--- config.mk ---
export PLATFORM = sky130hd
export DESIGN_NAME = multi_nch_disp_flat
export DESIGN_NICKNAME = d
export VERILOG_FILES = /design/src/rtl/multi_nch_disp_if.sv /design/src/rtl/multi_nch_disp.sv /design/src/flat_wrapper.sv
export SDC_FILE = /design/constraint.sdc
export NUM_CORES = 1
export LEC_CHECK = 0
export CAP_MARGIN = 20
export CORE_AREA = 2 2 171 173
export DETAILED_ROUTE_END_ITERATION = 10
export DIE_AREA = 0 0 173 175
export PLACE_DENSITY = 0.59
export SETUP_SLACK_MARGIN = 0.4
export SLEW_MARGIN = 20
export SYNTH_ARGS = -nofsm -noshare
export SYNTH_HDL_FRONTEND = slang
export SYNTH_SLANG_ARGS = --single-unit
--- constraint.sdc ---
create_clock -name clk -period 2.42 [get_ports clk]
set_input_delay 0.605 -clock clk [delete_from_list [all_inputs] [get_ports clk]]
set_output_delay 0.605 -clock clk [all_outputs]
set_load 0.005 [all_outputs]
--- src/rtl/multi_nch_disp_if.sv ---
// multi_nch_disp_if: CPU/switch inputs and display outputs
// of the N-channel display source selector.
interface multi_nch_disp_if #(
  parameter int CH = 8,
  parameter int DW = 32
);
  localparam int SEL_W = $clog2(CH);

  logic             EN;
  logic [SEL_W-1:0] Test;
  logic             scan;
  logic [CH*DW-1:0] Data;
  logic [CH*8-1:0]  LES;
  logic [CH*8-1:0]  point_in;
  logic [DW-1:0]    Disp_num;
  logic [7:0]       LE_out;
  logic [7:0]       point_out;
  logic [SEL_W-1:0] cur_ch;
  logic             ch_tick;

  modport master (
    output EN, Test, scan, Data, LES, point_in,
    input  Disp_num, LE_out, point_out, cur_ch, ch_tick
  );

  modport slave (
    input  EN, Test, scan, Data, LES, point_in,
    output Disp_num, LE_out, point_out, cur_ch, ch_tick
  );
endinterface

--- src/rtl/multi_nch_disp.sv ---
// multi_nch_disp: N-channel display source selector.
// Auto-scan is built only with MULTI_AUTOSCAN_EN defined.
module multi_nch_disp #(
  parameter int          CH        = 8,
  parameter int          DW        = 32,
  parameter int          DWELL     = 50000000,
  parameter logic [31:0] INIT_DATA = 32'hAA5555AA
) (
  input logic             clk,
  input logic             rst,
  multi_nch_disp_if.slave bus
);
  localparam int SEL_W = $clog2(CH);
  localparam int CW    = $clog2(DWELL);
  localparam logic [DW-1:0] INIT_W = DW'(INIT_DATA);

  logic [DW-1:0]    c0_data_q;
  logic [7:0]       c0_blink_q;
  logic [7:0]       c0_point_q;
  logic [SEL_W-1:0] sel_q, sel_d;
  logic [DW-1:0]    mux_data;
  logic [7:0]       mux_blink;
  logic [7:0]       mux_point;
  logic [DW-1:0]    disp_q;
  logic [7:0]       le_q;
  logic [7:0]       pt_q;
  logic [SEL_W-1:0] cur_q;

  // Channel 0 captures the CPU write whenever EN is high
  always_ff @(posedge clk or negedge rst) begin
    if (!rst) begin
      c0_data_q  <= INIT_W;
      c0_blink_q <= 8'hFF;
      c0_point_q <= 8'h00;
    end else if (bus.EN) begin
      c0_data_q  <= bus.Data[DW-1:0];
      c0_blink_q <= bus.LES[7:0];
      c0_point_q <= bus.point_in[7:0];
    end
  end

`ifdef MULTI_AUTOSCAN_EN
  logic [CW-1:0] cnt_q, cnt_d;
  logic          scan_q;
  logic          tick_q, tick_d;

  // Manual/entry load Test; running scan steps every DWELL
  always_comb begin
    sel_d  = bus.Test;
    cnt_d  = '0;
    tick_d = 1'b0;
    if (bus.scan && scan_q) begin
      sel_d = sel_q;
      if (cnt_q == CW'(DWELL - 1)) begin
        sel_d  = sel_q + SEL_W'(1);
        tick_d = 1'b1;
      end else begin
        cnt_d = cnt_q + CW'(1);
      end
    end
  end

  // Scan state; scan_q=0 after reset forces a fresh entry
  always_ff @(posedge clk or negedge rst) begin
    if (!rst) begin
      sel_q  <= '0;
      cnt_q  <= '0;
      scan_q <= 1'b0;
      tick_q <= 1'b0;
    end else begin
      sel_q  <= sel_d;
      cnt_q  <= cnt_d;
      scan_q <= bus.scan;
      tick_q <= tick_d;
    end
  end

  assign bus.ch_tick = tick_q;
`else
  // Manual only: the switch field picks the channel
  always_comb begin
    sel_d = bus.Test;
  end

  // Selected channel register
  always_ff @(posedge clk or negedge rst) begin
    if (!rst) begin
      sel_q <= '0;
    end else begin
      sel_q <= sel_d;
    end
  end

  assign bus.ch_tick = 1'b0;
`endif

  // Source mux: channel 0 from captured regs, rest pass through
  always_comb begin
    mux_data  = c0_data_q;
    mux_blink = c0_blink_q;
    mux_point = c0_point_q;
    for (int i = 1; i < CH; i++) begin
      if (sel_q == SEL_W'(i)) begin
        mux_data  = bus.Data[i*DW +: DW];
        mux_blink = bus.LES[i*8 +: 8];
        mux_point = bus.point_in[i*8 +: 8];
      end
    end
  end

  // Output register toward the display driver
  always_ff @(posedge clk or negedge rst) begin
    if (!rst) begin
      disp_q <= INIT_W;
      le_q   <= 8'hFF;
      pt_q   <= 8'h00;
      cur_q  <= '0;
    end else begin
      disp_q <= mux_data;
      le_q   <= mux_blink;
      pt_q   <= mux_point;
      cur_q  <= sel_q;
    end
  end

  assign bus.Disp_num  = disp_q;
  assign bus.LE_out    = le_q;
  assign bus.point_out = pt_q;
  assign bus.cur_ch    = cur_q;
endmodule

--- src/flat_wrapper.sv ---
// flat-port wrapper written by rule: the top's interface ports become plain ports
module multi_nch_disp_flat 
#(
  parameter int          CH        = 8,
  parameter int          DW        = 32,
  parameter int          DWELL     = 50000000,
  parameter logic [31:0] INIT_DATA = 32'hAA5555AA
)
  (clk, rst, bus_EN, bus_Test, bus_scan, bus_Data, bus_LES, bus_point_in, bus_Disp_num, bus_LE_out, bus_point_out, bus_cur_ch, bus_ch_tick);
  multi_nch_disp_if #(.CH(CH), .DW(DW)) bus_i ();
  input logic clk;
  input logic rst;
  input wire logic [$bits(bus_i.EN)-1:0] bus_EN;
  input wire logic [$bits(bus_i.Test)-1:0] bus_Test;
  input wire logic [$bits(bus_i.scan)-1:0] bus_scan;
  input wire logic [$bits(bus_i.Data)-1:0] bus_Data;
  input wire logic [$bits(bus_i.LES)-1:0] bus_LES;
  input wire logic [$bits(bus_i.point_in)-1:0] bus_point_in;
  output wire logic [$bits(bus_i.Disp_num)-1:0] bus_Disp_num;
  output wire logic [$bits(bus_i.LE_out)-1:0] bus_LE_out;
  output wire logic [$bits(bus_i.point_out)-1:0] bus_point_out;
  output wire logic [$bits(bus_i.cur_ch)-1:0] bus_cur_ch;
  output wire logic [$bits(bus_i.ch_tick)-1:0] bus_ch_tick;
  assign bus_i.EN = bus_EN;
  assign bus_i.Test = bus_Test;
  assign bus_i.scan = bus_scan;
  assign bus_i.Data = bus_Data;
  assign bus_i.LES = bus_LES;
  assign bus_i.point_in = bus_point_in;
  assign bus_Disp_num = bus_i.Disp_num;
  assign bus_LE_out = bus_i.LE_out;
  assign bus_point_out = bus_i.point_out;
  assign bus_cur_ch = bus_i.cur_ch;
  assign bus_ch_tick = bus_i.ch_tick;
  multi_nch_disp #(.CH(CH), .DW(DW), .DWELL(DWELL), .INIT_DATA(INIT_DATA)) u_core (.clk(clk), .rst(rst), .bus(bus_i));
endmodule
==> flow_summary.json, run 1 <==
{
  "die_area_mm2": 0.03028,
  "die_w_um": 173,
  "nFillCells": 2813,
  "dp_hpwl_mm": 22.78,
  "peakVddDrop_uv": 279.5,
  "path_cells": "clkdlybuf4s50_1",
  "final_worst_slack_ps": 436.6,
  "setup_cp_type": "reg -> out",
  "setup_repair_after_global_routing_missed_its_margin": "true",
  "synth.yosys.warnings": 0,
  "rr_worst_depth": 4,
  "grt_first_pass_wirelength_mm": 47.91,
  "finalCriticalPeriod_ps": 1983,
  "clock_sinks": 102,
  "port_buffers": 440,
  "gr-usage-all-layers_pct": 20.81,
  "final_standard_cell_count_with_taps_included_and_fillers_excluded": 1408,
  "finalWirelength_mm": 33.59,
  "grt_antenna_before_repair": 1,
  "synth_seq_cells": 102,
  "final.period_utilization_pct": 81.96,
  "synth.avg_cell_area_um2": 11.29,
  "drc_errors": 0,
  "gp_routability_congestion": 0.8836,
  "initial_utilization_pct": 24.21,
  "critPathCaptureType": "primary output",
  "holdCritPathClass": "in -> async",
  "placement.setup.worst_slack_ps": 274.8,
  "grt.met3_usage_pct": 5.135,
  "route.vias.total": 7367,
  "placement.cell_area_mm2": 0.01170,
  "worst_pin_slew_ps": 776.0,
  "place.detailed.instances": 1385,
  "max_cap_violations": 0,
  "synth_seq_area_share_pct": 38.01,
  "mappedNetlistNets": 1000,
  "post_synth_num_cell_types": 17,
  "report.final.setup_viol": 0,
  "top_usage_layer": "met2",
  "drtAntennaViolNets": 0,
  "die-height_um": 175,
  "met2_routing_resource_usage_after_global_routing_pct": 36.03,
  "max_stage_delay_cell_worst_path": "sky130_fd_sc_hd__dfstp_2",
  "synth_top_cell_area_share_pct": 20.97,
  "global_route.usage.met1_pct": 24.82,
  "layout.cells.most_common": "sky130_fd_sc_hd__clkdlybuf4s50_1",
  "cts_tree": "yes",
  "syn_inst": 609,
  "detail_route.wl_per_cell_um": 23.86,
  "power_mw": 5.348,
  "cts_max_level": 3,
  "crit_path_max_incr_delay_ps": 530,
  "worst_clock_skew_ps": 15.31,
  "share_of_cells_above_drive_strength_1_pct": 24.02,
  "io_pins": 443,
  "area_growth_pct": 76.08,
  "startpoint_type": "flip-flop",
  "required_ps": 1810,
  "worst_ep_arrival_time_ps": 1380,
  "power_leakage_nw": 4.563,
  "slew_limit_headroom_pct": 48.27,
  "cts-hold-fix-buffers": 0,
  "number_of_global_route_vias_before_repair": 7650,
  "clock-root-buffer": "sky130_fd_sc_hd__clkbuf_16",
  "maximum_number_of_pins_on_one_net_before_global_route_repair": 103,
  "finalSetupTns_ps": 0,
  "critical_path_buf_inv_count": 1,
  "critical_path.top_delay_family": "flip-flops",
  "core_area_mm2": 0.02839,
  "power_density_mw_per_mm2": 441.8,
  "detail_route.iter0.violations": 476,
  "cp.depth": 1,
  "finalHoldViolations": 0,
  "layout_common_cells": "sky130_fd_sc_hd__clkdlybuf4s50_1 (425), sky130_fd_sc_hd__a221o_1 (144), sky130_fd_sc_hd__mux2_2 (124), sky130_fd_sc_hd__dfrtp_1 (51)",
  "num_rows": 62,
  "firstDrtPassIters": 4,
  "synth.area.top_cells": "sky130_fd_sc_hd__a221o_1 (21%), sky130_fd_sc_hd__mux2_2 (20%), sky130_fd_sc_hd__dfrtp_1 (20%)",
  "grt_overflow": 0,
  "fmaxAchievable_ghz": 0.5042,
  "outcome": "finished, final reports clean",
  "cts_inserted_buffers": 9,
  "worst_skew_pair_latency_ps": 360,
  "reg2reg_setup_slack_ps": 440,
  "clockBufferDepth": 2,
  "synth_top_cell_by_area": "sky130_fd_sc_hd__a221o_1",
  "clkTransAtPathRegs_ps": 90,
  "fin_area_mm2": 0.01210,
  "antenna_cells_inserted": 0,
  "viasPerCell": 5.232,
  "cell_area_after_technology_mapping_mm2": 0.006874,
  "maxSlewViolCount": 0,
  "num-nets-final": 1410,
  "critical_path_peak_fanout": 1
}
[path summary, 6_finish.rpt]
path                                        start                 endpoint
min                                           rst  u_core.bus.Disp_num[26]
min reg2reg                  u_core.c0_point_q[4]     u_core.c0_point_q[4]
max                        u_core.bus.Disp_num[7]          bus_Disp_num[7]
max in group asynchronous                     rst          u_core.sel_q[1]
max reg2reg                       u_core.sel_q[0]   u_core.bus.Disp_num[2]
min in group clk             u_core.c0_point_q[4]     u_core.c0_point_q[4]
[cells by family after synthesis]
| kind of cell | after synthesis | share of synthesized area, % |
|---|---|---|
| AO/OA/AOI/OAI | 192 | 24.46 |
| multiplexers | 144 | 24.68 |
| flip-flops | 102 | 38.01 |
| AND/OR/NAND/NOR | 100 | 8.227 |
| buffers and inverters | 70 | 4.569 |
| other | 1 | 0.05455 |
[through the flow]
step	hold WS, ps	utilization [%]
2_1_floorplan	309.4	-
3_3_place_gp	521.2	41.20
3_5_place_dp	525.4	41.20
4_1_cts	333.1	42.20
5_1_grt	350.2	42.63
6_report	292.4	42.63
[Yosys cell counts (all sizes together)]
master and n:
clkbuf 42, nor2b 2, a21oi 48, dfrtp 54
dfstp 48, nand2b 49, buf 26, nand3 48
mux2 144, and3 1, a221o 144, conb 1
inv 2
[power breakdown]
part           switching [mW]  total (mW)  leakage [nW]  internal [mW]
Clock                   0.757        1.49         0.140          0.738
Combinational           0.616        1.79          3.29           1.17
Sequential              0.111        2.06          1.13           1.95
[timing repair]
| item | in CTS | in global routing |
|---|---|---|
| setup endpoints to repair | 26 | 27 |
| buffers inserted | 0 | 3 |
| gates resized for setup | 9 | 12 |
| pin swaps | 0 | 0 |
| gates cloned | 1 | 3 |
[layer usage]
metal / wire length [um] / vias to the layer above
met3: 2437 / 52
met4: 969 / 2
met5: 11 / -
met1: 13630 / 3652
li1: - / 3280
met2: 16540 / 381
[sequential cells by signal, indices dropped and copies added, names as in the netlist]
signal,cells
u_core.c0_point_q,8
u_core.c0_data_q,32
u_core.bus.Disp_num,32
u_core.bus.point_out,8
u_core.bus.cur_ch,3
u_core.c0_blink_q,8
u_core.sel_q,3
u_core.bus.LE_out,8
[cell type report]
| class | count | area, um2 | share of cell area, % |
|---|---|---|---|
| clock buffers | 10 | 239.0 | 1.974 |
| multi-input cells | 439 | 3998 | 33.03 |
| inverters | 2 | 10.01 | 0.08270 |
| well taps | 384 | 480.5 | 3.969 |
| clock inverters | 6 | 43.79 | 0.3618 |
| flip-flops and latches | 102 | 2621 | 21.66 |
| repair buffers | 465 | 4712 | 38.93 |
(Power assumes the default switching activity.)
==> run 2, diff against run 1 <==
==> constraint.sdc (replaced) <==
create_clock -name clk -period 2.1 [get_ports clk]
set_input_delay 0.525 -clock clk [delete_from_list [all_inputs] [get_ports clk]]
set_output_delay 0.525 -clock clk [all_outputs]
set_load 0.005 [all_outputs]
==> run 2 against run 1 <==
Setup slack lost 280 ps. Sequential share of layout area down 0.63 points. Clock-buffer cell count did not move. Clock skew down 1.6 ps. Cell count increased by 0.99%. Critical path depth rose by 3. Sequential cell count stayed put. Via count rose by 0.46%. Largest cell class unchanged.
==> flow_summary.json, run 2 (synthesis gave the netlist of run 1 again) <==
{
  "die_w_um": 173,
  "power_leakage_nw": 4.782,
  "maxSlewViolCount": 0,
  "clock_sinks": 102,
  "detail_route.wl_per_cell_um": 23.53,
  "utilization_of_the_core_after_routing_pct": 43.92,
  "crit-reg2reg-launch": "u_core.sel_q[0]",
  "max_cap_violations": 0,
  "worst_skew_pair_latency_ps": 360,
  "layout_common_cells": "sky130_fd_sc_hd__clkdlybuf4s50_1 (387), sky130_fd_sc_hd__a221o_1 (144), sky130_fd_sc_hd__mux2_2 (120), sky130_fd_sc_hd__dlygate4sd2_1 (51), sky130_fd_sc_hd__dfrtp_1 (51)",
  "finalHoldViolations": 0,
  "die_area_mm2": 0.03028,
  "route.vias.total": 7401,
  "reg2reg_setup_slack_ps": 150,
  "detail_route.iter0.violations": 388,
  "firstDrtPassIters": 5,
  "setup_repair_after_global_routing_missed_its_margin": "true",
  "worst_ep_arrival_time_ps": 2190,
  "required_ps": 2340,
  "finalSetupTns_ps": 0,
  "cts_max_level": 3,
  "gr-usage-all-layers_pct": 21.53,
  "crit-reg2reg-capture": "u_core.bus.Disp_num[13]",
  "share_of_cells_above_drive_strength_1_pct": 24.95,
  "clkTransAtPathRegs_ps": 90,
  "clockBufferDepth": 2,
  "fmaxAchievable_ghz": 0.5134,
  "drtAntennaViolNets": 0,
  "io_pins": 443,
  "fin_area_mm2": 0.01247,
  "grt_antenna_before_repair": 1,
  "placement.setup.worst_slack_ps": 63.03,
  "core_area_mm2": 0.02839,
  "viasPerCell": 5.205,
  "rr_worst_depth": 4,
  "worst_clock_skew_ps": 13.72,
  "worst_pin_slew_ps": 554.2,
  "setup_cp_type": "reg -> reg",
  "final_worst_slack_ps": 152.2,
  "gp_routability_congestion": 0.8956,
  "cts_tree": "yes",
  "area_growth_pct": 81.40,
  "nFillCells": 2736,
  "finalWirelength_mm": 33.46,
  "finalCriticalPeriod_ps": 1948,
  "layout.cells.most_common": "sky130_fd_sc_hd__clkdlybuf4s50_1",
  "drc_errors": 0,
  "num-nets-final": 1424,
  "outcome": "finished, final reports clean",
  "port_buffers": 440,
  "critical_path_peak_fanout": 37,
  "critPathCaptureType": "flip-flop",
  "peakVddDrop_uv": 449.3,
  "holdCritPathClass": "in -> async",
  "number_of_global_route_vias_before_repair": 8025,
  "clock-root-buffer": "sky130_fd_sc_hd__clkbuf_16",
  "cts_inserted_buffers": 9,
  "die-height_um": 175,
  "slew_limit_headroom_pct": 63.06,
  "maximum_number_of_pins_on_one_net_before_global_route_repair": 52,
  "grt_first_pass_wirelength_mm": 49.41,
  "num_rows": 62,
  "report.final.setup_viol": 0,
  "dp_hpwl_mm": 23.17,
  "power_density_mw_per_mm2": 517.8,
  "initial_utilization_pct": 24.21,
  "final.period_utilization_pct": 92.75,
  "grt_overflow": 0,
  "startpoint_type": "flip-flop",
  "placement.cell_area_mm2": 0.01190,
  "antenna_cells_inserted": 0
}
[run 2: cell count changes in the layout (fill, tap and decap cells not counted), moves of 4 or more]
cell,delta
sky130_fd_sc_hd__mux2_2,-4
sky130_fd_sc_hd__dlygate4sd2_1,+43
sky130_fd_sc_hd__buf_4,-5
sky130_fd_sc_hd__dlymetal6s2s_1,-5
sky130_fd_sc_hd__clkdlybuf4s50_1,-38
sky130_fd_sc_hd__buf_12,+14
sky130_fd_sc_hd__mux2_4,+4
[run 2: cell type report]
type | instances | area (um2) | share of cell area [%]
Clock buffer | 10 | 239.0 | 1.917
Clock inverter | 6 | 100.1 | 0.8027
Inverter | 2 | 12.51 | 0.1003
Multi-Input combinational cell | 437 | 3985 | 31.96
Sequential cell | 102 | 2621 | 21.02
Tap cell | 384 | 480.5 | 3.853
Timing Repair Buffer | 481 | 5031 | 40.35
[run 2: repair_timing]
action,4_1_cts,5_1_grt
hold buffers,1,0
setup buffers,5,0
pin swaps,10,15
endpoints found under the setup margin,99,48
resized for setup,68,5
endpoints found under the hold margin,2,0
gates cloned,4,1
[run 2: where the power goes]
part / leakage, nW / total (mW) / internal, mW / switching [mW]
combinational: 3.49 / 2.08 / 1.36 / 0.722
clock: 0.167 / 2.00 / 1.11 / 0.896
sequential: 1.13 / 2.37 / 2.25 / 0.124
total: 4.78 / 6.46 / 4.72 / 1.74
[run 2: stage by stage]
| step | hold WS (ps) | std cells | total power [mW] |
|---|---|---|---|
| floorplan | 229.4 | 609 | 3.166 |
| global placement | 378.5 | 1395 | 4.491 |
| detailed placement | 378.6 | 1395 | 4.510 |
| CTS | 522.6 | 1421 | 6.532 |
| global route | 519.5 | 1422 | 6.774 |
| finish | 538.8 | 1422 | 6.457 |
[run 2: routing by layer]
layer / global-route usage (%) / wire, um / vias up
met5: 0 / 13 / -
met4: 9.428 / 1216 / 2
met3: 5.701 / 2501 / 62
met2: 36.52 / 16010 / 384
met1: 25.65 / 13720 / 3642
li1: - / - / 3311
[run 2: worst max-delay path by stage]
stage / startpoint / to / slack [ps] / cells after the start
global placement: bus_Data[205] / u_core.bus.Disp_num[13] / 70 / 4
finish: u_core.sel_q[0] / u_core.bus.Disp_num[13] / 150 / 4
detailed placement: bus_Data[205] / u_core.bus.Disp_num[13] / 60 / 4
global route: u_core.sel_q[0] / u_core.bus.Disp_num[13] / 110 / 4
floorplan: u_core.sel_q[0] / u_core.bus.Disp_num[24] / 360 / 6
CTS: u_core.sel_q[0] / u_core.bus.Disp_num[13] / 160 / 4
[run 2: worst max-delay path, cell delays in order, from the launching register on]
cell,delay (ps)
sky130_fd_sc_hd__dfrtp_4,540
sky130_fd_sc_hd__buf_16,250
sky130_fd_sc_hd__mux2_2,370
sky130_fd_sc_hd__a221o_1,330
sky130_fd_sc_hd__a221o_1,320
